### src/rtl/life_step_engine.sv
// Game-of-Life generation stepper: streams the current frame through a three-row
// window and writes the B3/S23 next generation (toroidal) into the next-frame buffer.
module life_step_engine #(
  parameter int unsigned ROWS         = 48,
  parameter logic [8:0]  BIRTH_MASK   = 9'b000001000,
  parameter logic [8:0]  SURVIVE_MASK = 9'b000001100
) (
  input  logic        clock,
  input  logic        reset_n,
  input  logic        start,
  input  logic [31:0] cell_rdata,
  output logic [6:0]  cell_address,
  output logic        cell_write,
  output logic [31:0] cell_wdata,
  output logic        busy,
  output logic        done,
  output logic [15:0] generation
);

  typedef enum logic [2:0] {StIdle, StLoad, StWr0, StWr1, StRd0, StRd1, StDone} state_e;

  localparam logic [5:0] LastRow = 6'(ROWS - 1);
  localparam logic [5:0] WrapRow = 6'(ROWS - 2);

  state_e      r_state, w_state_d;
  logic [2:0]  r_load_cnt, w_load_cnt_d;
  logic [5:0]  r_y, w_y_d;
  logic [63:0] r_prev, r_cur, r_nxt;
  logic [63:0] w_prev_d, w_cur_d, w_nxt_d;
  logic [31:0] r_stage, w_stage_d;
  logic [15:0] r_gen, w_gen_d;
  logic [63:0] w_next_gen;
  logic [5:0]  w_rd_row;
  logic [5:0]  w_load_row;

  // Column index arithmetic is 6 bits wide, so x-1 / x+1 wrap around the torus for free.
  function automatic logic [3:0] nbr_count(input logic [63:0] a, input logic [63:0] b,
                                           input logic [63:0] c, input logic [5:0] x);
    logic [5:0] xl;
    logic [5:0] xr;
    xl = x - 6'd1;
    xr = x + 6'd1;
    return 4'(a[xl]) + 4'(a[x]) + 4'(a[xr]) + 4'(b[xl]) + 4'(b[xr]) +
           4'(c[xl]) + 4'(c[x]) + 4'(c[xr]);
  endfunction

  always_comb begin
    w_next_gen = '0;
    for (int x = 0; x < 64; x++) begin
      w_next_gen[x] = r_cur[x] ? SURVIVE_MASK[nbr_count(r_prev, r_cur, r_nxt, 6'(x))]
                               : BIRTH_MASK[nbr_count(r_prev, r_cur, r_nxt, 6'(x))];
    end
  end

  // Row fetched ahead of the window: (y+2) mod ROWS, only used while y <= ROWS-2.
  always_comb begin
    if (r_y >= WrapRow) begin
      w_rd_row = r_y - WrapRow;
    end else begin
      w_rd_row = r_y + 6'd2;
    end
  end

  // Preload order: last row, row 0, row 1 (two halves each).
  always_comb begin
    case (r_load_cnt[2:1])
      2'd0:    w_load_row = LastRow;
      2'd1:    w_load_row = 6'd0;
      default: w_load_row = 6'd1;
    endcase
  end

  always_comb begin
    w_state_d    = r_state;
    w_load_cnt_d = r_load_cnt;
    w_y_d        = r_y;
    w_prev_d     = r_prev;
    w_cur_d      = r_cur;
    w_nxt_d      = r_nxt;
    w_stage_d    = r_stage;
    w_gen_d      = r_gen;
    cell_address = '0;
    cell_write   = 1'b0;
    cell_wdata   = '0;
    done         = 1'b0;
    unique case (r_state)
      StIdle: begin
        if (start) begin
          w_state_d    = StLoad;
          w_load_cnt_d = '0;
        end
      end
      StLoad: begin
        cell_address = {w_load_row, r_load_cnt[0]};
        case (r_load_cnt)
          3'd0:    w_prev_d[31:0]  = cell_rdata;
          3'd1:    w_prev_d[63:32] = cell_rdata;
          3'd2:    w_cur_d[31:0]   = cell_rdata;
          3'd3:    w_cur_d[63:32]  = cell_rdata;
          3'd4:    w_nxt_d[31:0]   = cell_rdata;
          default: w_nxt_d[63:32]  = cell_rdata;
        endcase
        if (r_load_cnt == 3'd5) begin
          w_state_d = StWr0;
          w_y_d     = '0;
        end else begin
          w_load_cnt_d = r_load_cnt + 3'd1;
        end
      end
      StWr0: begin
        cell_address = {r_y, 1'b0};
        cell_write   = 1'b1;
        cell_wdata   = w_next_gen[31:0];
        w_state_d    = StWr1;
      end
      StWr1: begin
        cell_address = {r_y, 1'b1};
        cell_write   = 1'b1;
        cell_wdata   = w_next_gen[63:32];
        w_state_d    = (r_y == LastRow) ? StDone : StRd0;
      end
      StRd0: begin
        cell_address = {w_rd_row, 1'b0};
        w_stage_d    = cell_rdata;
        w_state_d    = StRd1;
      end
      StRd1: begin
        cell_address = {w_rd_row, 1'b1};
        w_prev_d     = r_cur;
        w_cur_d      = r_nxt;
        w_nxt_d      = {cell_rdata, r_stage};
        w_y_d        = r_y + 6'd1;
        w_state_d    = StWr0;
      end
      StDone: begin
        done      = 1'b1;
        w_gen_d   = r_gen + 16'd1;
        w_state_d = StIdle;
      end
      default: w_state_d = StIdle;
    endcase
  end

  always_ff @(posedge clock or negedge reset_n) begin
    if (!reset_n) begin
      r_state    <= StIdle;
      r_load_cnt <= '0;
      r_y        <= '0;
      r_prev     <= '0;
      r_cur      <= '0;
      r_nxt      <= '0;
      r_stage    <= '0;
      r_gen      <= '0;
    end else begin
      r_state    <= w_state_d;
      r_load_cnt <= w_load_cnt_d;
      r_y        <= w_y_d;
      r_prev     <= w_prev_d;
      r_cur      <= w_cur_d;
      r_nxt      <= w_nxt_d;
      r_stage    <= w_stage_d;
      r_gen      <= w_gen_d;
    end
  end

  assign busy       = (r_state != StIdle);
  assign generation = r_gen;

endmodule

### config.mk
export PLATFORM = sky130hd
export DESIGN_NAME = life_step_engine
export DESIGN_NICKNAME = d
export VERILOG_FILES = /design/src/rtl/life_step_engine.sv
export SDC_FILE = /design/constraint.sdc
export NUM_CORES = 1
export LEC_CHECK = 0
export CAP_MARGIN = 10
export CORE_MARGIN = 4
export CORE_UTILIZATION = 60
export CTS_CLUSTER_DIAMETER = 40
export DETAILED_ROUTE_END_ITERATION = 10
export GPL_ROUTABILITY_DRIVEN = 1
export PLACE_DENSITY = 0.79
export SKIP_LAST_GASP = 1
export SLEW_MARGIN = 40
export SYNTH_ARGS = -nofsm -noshare
export SYNTH_HDL_FRONTEND = slang
export SYNTH_SLANG_ARGS = --single-unit
export TNS_END_PERCENT = 1
### constraint.sdc
create_clock -name clock -period 4.01 [get_ports clock]
set_clock_uncertainty 0.1 [all_clocks]
set_input_delay 0.401 -clock clock [delete_from_list [all_inputs] [get_ports clock]]
set_output_delay 0.401 -clock clock [all_outputs]
set_load 0.03 [all_outputs]
==> impl_metrics.tcl <==
set metrics [dict create \
    status "finished with violations" \
    violations "setup timing" \
    rsz0062_at_grt "yes" \
    synth_top_area_share 0.279 \
    die_area_sq_um 40900 \
    antenna_left 0 \
    root_buffer "clkbuf_16" \
    ys.warnings.count 0 \
    hold_viol 0 \
    worst_slew_pin_slew_ns 0.761 \
    grt-ovfl-total 0 \
    cp_max_fo 2 \
    vias_per_cell 5.79 \
    syn_area_sq_um 22600 \
    drive_above_1_share 0.167 \
    antenna_found_initial 0 \
    grt_max_degree 101 \
    synthCells 2274 \
    cts_buffer_depth 3 \
    worst_slack_ns -0.566 \
    num_vias 17100 \
    cts_tree "yes" \
    final_util 0.713 \
    cp_data_arrival_time_ns 4.07 \
    routed_wirelength_microns 55600 \
    dp_hpwl_microns 39900 \
    synth-seq-cells 252 \
    drt-initial-drc-count 1008 \
    clk_pin_slew_ns 0.06 \
    synthArstFlopShare 1.00 \
    n_antenna_cell 0 \
    area_growth_pct 16.1 \
    die_height_microns 202 \
    avgSynthCellArea_sq_um 9.96 \
    gp_congestion 0.875 \
    yosysSeqAreaShare 0.279 \
    numCtsBuffers 46 \
    maxSlewHeadroom 0.493 \
    synth_area_leaders "dfrtp_1 (28%), fa_1 (23%), ha_1 (11%)" \
    ys_top_cells_by_count "inv_1 (461), fa_1 (256), dfrtp_1 (252)" \
    rows 70 \
    start_util 0.614 \
    finalNetCount 2911 \
    ys_types 57 \
    wl_per_cell_microns 18.8 \
    drc 0 \
    startpoint_type "flop" \
    synth_edf_count 0 \
    hp-class "in -> async" \
    ioPinCount 93 \
    clock-sinks 252 \
    grt_use_total 0.275 \
    clkLatencyLatePin_ns 0.56 \
    coreArea_sq_um 36900 \
    portBuffers 92 \
    ys.flop_type "dfrtp_1" \
    final.setup.tns_ns -15.82 \
    drtPass1Iterations 5 \
    final.period_utilization 1.14 \
    min_period_ns 4.58 \
    grt_pass1_wl_microns 92400 \
    setup_viol 32 \
    worst-endpoint-required_ns 3.51 \
    yosys.cell_count.top_type "inv_1" \
    slew_violations 0 \
    die_x_microns 202 \
    htree_num_levels 2 \
    fmax_mhz 219 \
    synth_nets 2768 \
    num-fill-cells 2547 \
    critPathKind "reg -> out" \
    drv_cap 0 \
    whs_ns 0.353 \
    grt_pass1_vias 18600 \
    critPathCaptureType "output port" \
    synth_area_leader_cell "dfrtp_1" \
]
kinds of logic after synthesis:
group | share of synthesized area
muxes | 0.0753
xor gates and xnor gates | 0.00619
adders and majority gates | 0.339
AOI/OAI and AO/OA | 0.121
DFF | 0.279
and+or+nand+nor | 0.0857
buffers and inverters | 0.0952
final timing paths:
kind	startpoint	end	slack [ns]	cells past startpoint
setup / recovery	r_prev[15]	cell_wdata[16]	-0.57	12
hold / removal	reset_n	r_prev[48]	0.35	2
setup reg to reg	r_state[0]	r_prev[23]	1.14	5
hold reg to reg	r_stage[26]	r_nxt[26]	0.37	2
max in group asynchronous	reset_n	r_cur[63]	2.46	3
min in group clock	r_stage[26]	r_nxt[26]	0.37	2
worst max-delay path, cell delays in order (launching register included):
cell and delay (ns):
dfrtp_1 0.41, inv_2 0.07, buf_4 0.15, fa_1 0.48
fa_1 0.50, fa_1 0.51, inv_1 0.06, ha_2 0.19
fa_2 0.53, o211ai_1 0.12, a21oi_2 0.18, o21a_1 0.18
buf_12 0.13
layout by cell type, fill, tap and decap left out, drive strengths merged, types with 2 or more instances in the layout:
cell type      instances
nor2                  44
nand2b                17
nor3                  34
clkbuf                49
inv                  477
nand2                162
bufinv                 2
clkdlybuf4s50         59
clkinvlp               7
a211oi                33
a21oi                119
o211ai                20
nor4                   3
a221o                 32
nor2b                  4
a22oi                  3
mux2i                 96
clkinv                11
nand4                  6
o21ai                167
buf                  116
and3                   3
o2111ai               13
dfrtp                252
nand3                 54
or2                   46
o21a                  32
nand3b                16
xnor2                  8
nor3b                  2
ha                   203
and2                   5
xor2                   8
o31ai                  2
o221ai                 6
fa                   256
mux2                  66
a211o                  6
per-stage QoR:
step / instances / setup WS [ns] / area (sq um)
after detailed placement: 2841 / -0.0620 / 24300
final: 2958 / -0.566 / 26300
after CTS: 2944 / -0.552 / 26100
after global placement: 2839 / 0.0174 / 24300
after floorplan: 2274 / 0.209 / 22600
after global routing: 2958 / -0.674 / 26300
flip-flops by register name (all words and copies together), names as in the netlist:
register / cells
r_cur: 64
r_nxt: 64
r_prev: 64
r_stage: 32
generation: 16
r_y: 6
r_load_cnt: 3
r_state: 3
metal layers:
metal | GRT usage | vias to the layer above | share of wire
li1 | - | 7787 | -
met1 | 0.339 | 8638 | 0.40
met2 | 0.485 | 544 | 0.51
met3 | 0.0465 | 148 | 0.052
met4 | 0.110 | 0 | 0.038
met5 | 0 | - | 0
what timing repair did:
action | 4_1_cts | 5_1_grt
hold endpoints to repair | 88 | 0
resized for setup | 43 | 48
endpoints found under the setup margin | 32 | 32
hold buffers | 1 | 0
pin swaps | 14 | 28
setup buffers | 18 | 14
layout make-up:
class	count	area (sq um)	share of cell area
multi-input combinational	1480	14400	0.548
sequential	252	6310	0.240
inverter	461	1730	0.0658
timing repair buffer	176	1710	0.0649
clock buffer	49	1170	0.0446
tap	504	631	0.0240
clock inverter	36	339	0.0129
Power is left out: the tool's default activity adds up to more than one toggle a clock period on the data nets, which glitch-free logic cannot reach.
==> RTL change, RTL diff (config.mk and constraints unchanged) <==
`r_stage` no longer has a reset.
--- a/src/rtl/life_step_engine.sv
+++ b/src/rtl/life_step_engine.sv
@@ -150,5 +150,4 @@
       r_cur      <= '0;
       r_nxt      <= '0;
-      r_stage    <= '0;
       r_gen      <= '0;
     end else begin
@@ -159,7 +158,10 @@
       r_cur      <= w_cur_d;
       r_nxt      <= w_nxt_d;
-      r_stage    <= w_stage_d;
       r_gen      <= w_gen_d;
     end
+  end
+
+  always_ff @(posedge clock) begin
+    r_stage <= w_stage_d;
   end
 
Function: not settled (the Yosys comparison gave no result); the edit may change what the design does.
==> RTL change against the original RTL <==
The run still ends with setup timing left. Critical endpoint is now cell_wdata[11]. Design area is 1.6% lower. Hold slack worse by 0.17 ns. Wire length is 3.0% lower. Largest cell class unchanged. Global-route usage is 0.24 points lower. Sequential cell count stayed put. Synthesized area is 2.0% lower. Setup slack better by 0.12 ns.
Power is left out: it rests on default switching activity, and per cell area and clock period it moved more than threefold.
==> RTL change: results (changes against the original RTL) <==
* Result of the run: complete, but fails checks
* Violated checks: setup timing
* Initial detailed-routing violation count at 1100 (+9.1%)
* Fraction of synthesized area in multiplexers at 0.0321 (-0.0432)
* First-pass GRT wire length at 91.1 mm (-1.4%)
* Proportion of synthesized chip area in sequential cells at 0.291 (+0.0128)
* Placement Cell Area at 0.0238 mm2 (-2.3%)
* Drt via density at 5.89 (+1.8%)
* Number of global-route vias before repair at 18100 (-2.7%)
* Detailed Route WL at 54.0 mm (-3.0%)
* Depth of the worst register-to-register path at 7 (+2)
* Gr usage total at 0.273 (-0.00235)
* Filler instances at 2525 (-0.86%)
* Number of enable flip-flop cells after synthesis at 32 (+32)
* Fraction of the mapped netlist area in adder cells at 0.345 (+0.00678)
* Data arrival at the endpoint of the critical path at 3.95 ns (-0.12 ns)
* Setup-violating endpoint count in the final report at 32 (unchanged)
* Endpoint of the worst setup timing path: cell_wdata[11]
* Placer Congestion at 0.892 (+2.0%)
* Clock latency of the later-clocked register in the worst-skew pair at 0.53 ns (-0.03 ns)
* Relative slew slack at 0.466 (-0.0262)
* Biggest area contributors in the synthesized netlist: dfrtp_1, fa_1, ha_1
* Reg2reg setup slack at 1.07 ns (-0.07 ns)
* Count of cell types in the netlist at 58 (+1.8%)
* Top cells by count, synth: inv_1, fa_1, dfrtp_1
* Compound-gate portion of the synthesized area at 0.140 (+0.0190)
* Number of detailed-routing iterations run before antenna repair at 6 (+1)
* Worst Setup Slack, final at -0.445 ns (+0.121 ns)
* Total number of nets in the final design at 2807 (-3.6%)
* Share of layout cells above drive strength 1 at 0.159 (-0.00828)
* XOR/XNOR Fraction of Synth Area at 0.00710 (+0.000913)
* Largest net degree at the start of global routing at 59 (-42%)
* Critical path's slowest cell: fa_1
* Share of flip-flops with an asynchronous set or reset at 0.873 (-0.127)
* Launch point of the worst path: r_prev[42]$_DFFE_PN0P_
* Max incr delay on CP at 0.56 ns (+0.03 ns)
* Path class of the lowest-slack min-delay path: input pin to asynchronous set/reset pin
* Synth Net Count at 2672 (-3.5%)
* HPWL after detailed placement at 37.6 mm (-5.6%)
-- RTL change: cell types whose count changed in the layout (fill, tap and decap cells not counted), moves of 22 or more --
cell and change:
nor2_1 +94, o21ai_0 -78, a221o_1 +64, nand2_1 -64
mux2i_1 -62, mux2_2 -49, edfxtp_1 +32, dfrtp_1 -31
nor3_1 -30, o211ai_1 +26, buf_4 -23, inv_2 +22
-- RTL change: cell families after synthesis --
family                   count (synthesis)
AO/OA/AOI/OAI                          446
AND/OR/NAND/NOR                        398
multiplexers                            67
flip-flops                             252
adder cells (fa/ha/maj)                459
XOR/XNOR                                18
buffers and inverters                  538
-- RTL change: layer usage --
| layer | track usage | share of wire | vias to the layer above |
|---|---|---|---|
| li1 | - | - | 7510 |
| met1 | 0.357 | 0.41 | 8402 |
| met2 | 0.484 | 0.51 | 544 |
| met3 | 0.0324 | 0.057 | 133 |
| met4 | 0.0811 | 0.028 | 0 |
| met5 | 0 | 0 | - |
-- RTL change: cell type report --
class,count,share of cell area
inverter,464,0.0673
timing repair buffer,161,0.0656
clock buffer,52,0.0477
clock inverter,32,0.0145
sequential,252,0.250
multi-input combinational,1388,0.532
tap,468,0.0226
-- RTL change: critical path, delay by kind of cell, from the launching register on --
kind            cells  cell delay (ns)
fa+ha+maj           5             2.07
buf+inv             3             0.25
compound gates      2             0.39
simple gates        1             0.33
flops               1             0.36
-- RTL change: worst min path at each step --
stage                               start                          to  slack, ns
global placement    r_nxt[24]$_DFFE_PN0P_       r_nxt[24]$_DFFE_PN0P_       0.36
finish                            reset_n   generation[1]$_DFFE_PN0P_       0.18
detailed placement                reset_n   generation[1]$_DFFE_PN0P_       0.13
floorplan                         reset_n   generation[0]$_DFFE_PN0P_      0.005
CTS                               reset_n  generation[15]$_DFFE_PN0P_       0.17
global route                      reset_n  generation[15]$_DFFE_PN0P_       0.19
-- RTL change: timing repair --
item,in CTS,in global routing
setup endpoints to repair,32,32
hold endpoints to repair,123,0
buffers inserted,30,6
hold buffers,1,0
pin swaps,35,8
resized for setup,101,16
-- RTL change: through the flow --
step / std cells / setup slack [ns] / util / setup TNS, ns
finish: 2817 / -0.445 / 0.708 / -12.17
CTS: 2810 / -0.411 / 0.706 / -12.68
global route: 2817 / -0.538 / 0.708 / -16.47
detailed placement: 2695 / -0.0650 / 0.651 / -0.0650
floorplan: 2178 / 0.313 / - / 0
global placement: 2689 / 0.0448 / 0.647 / 0
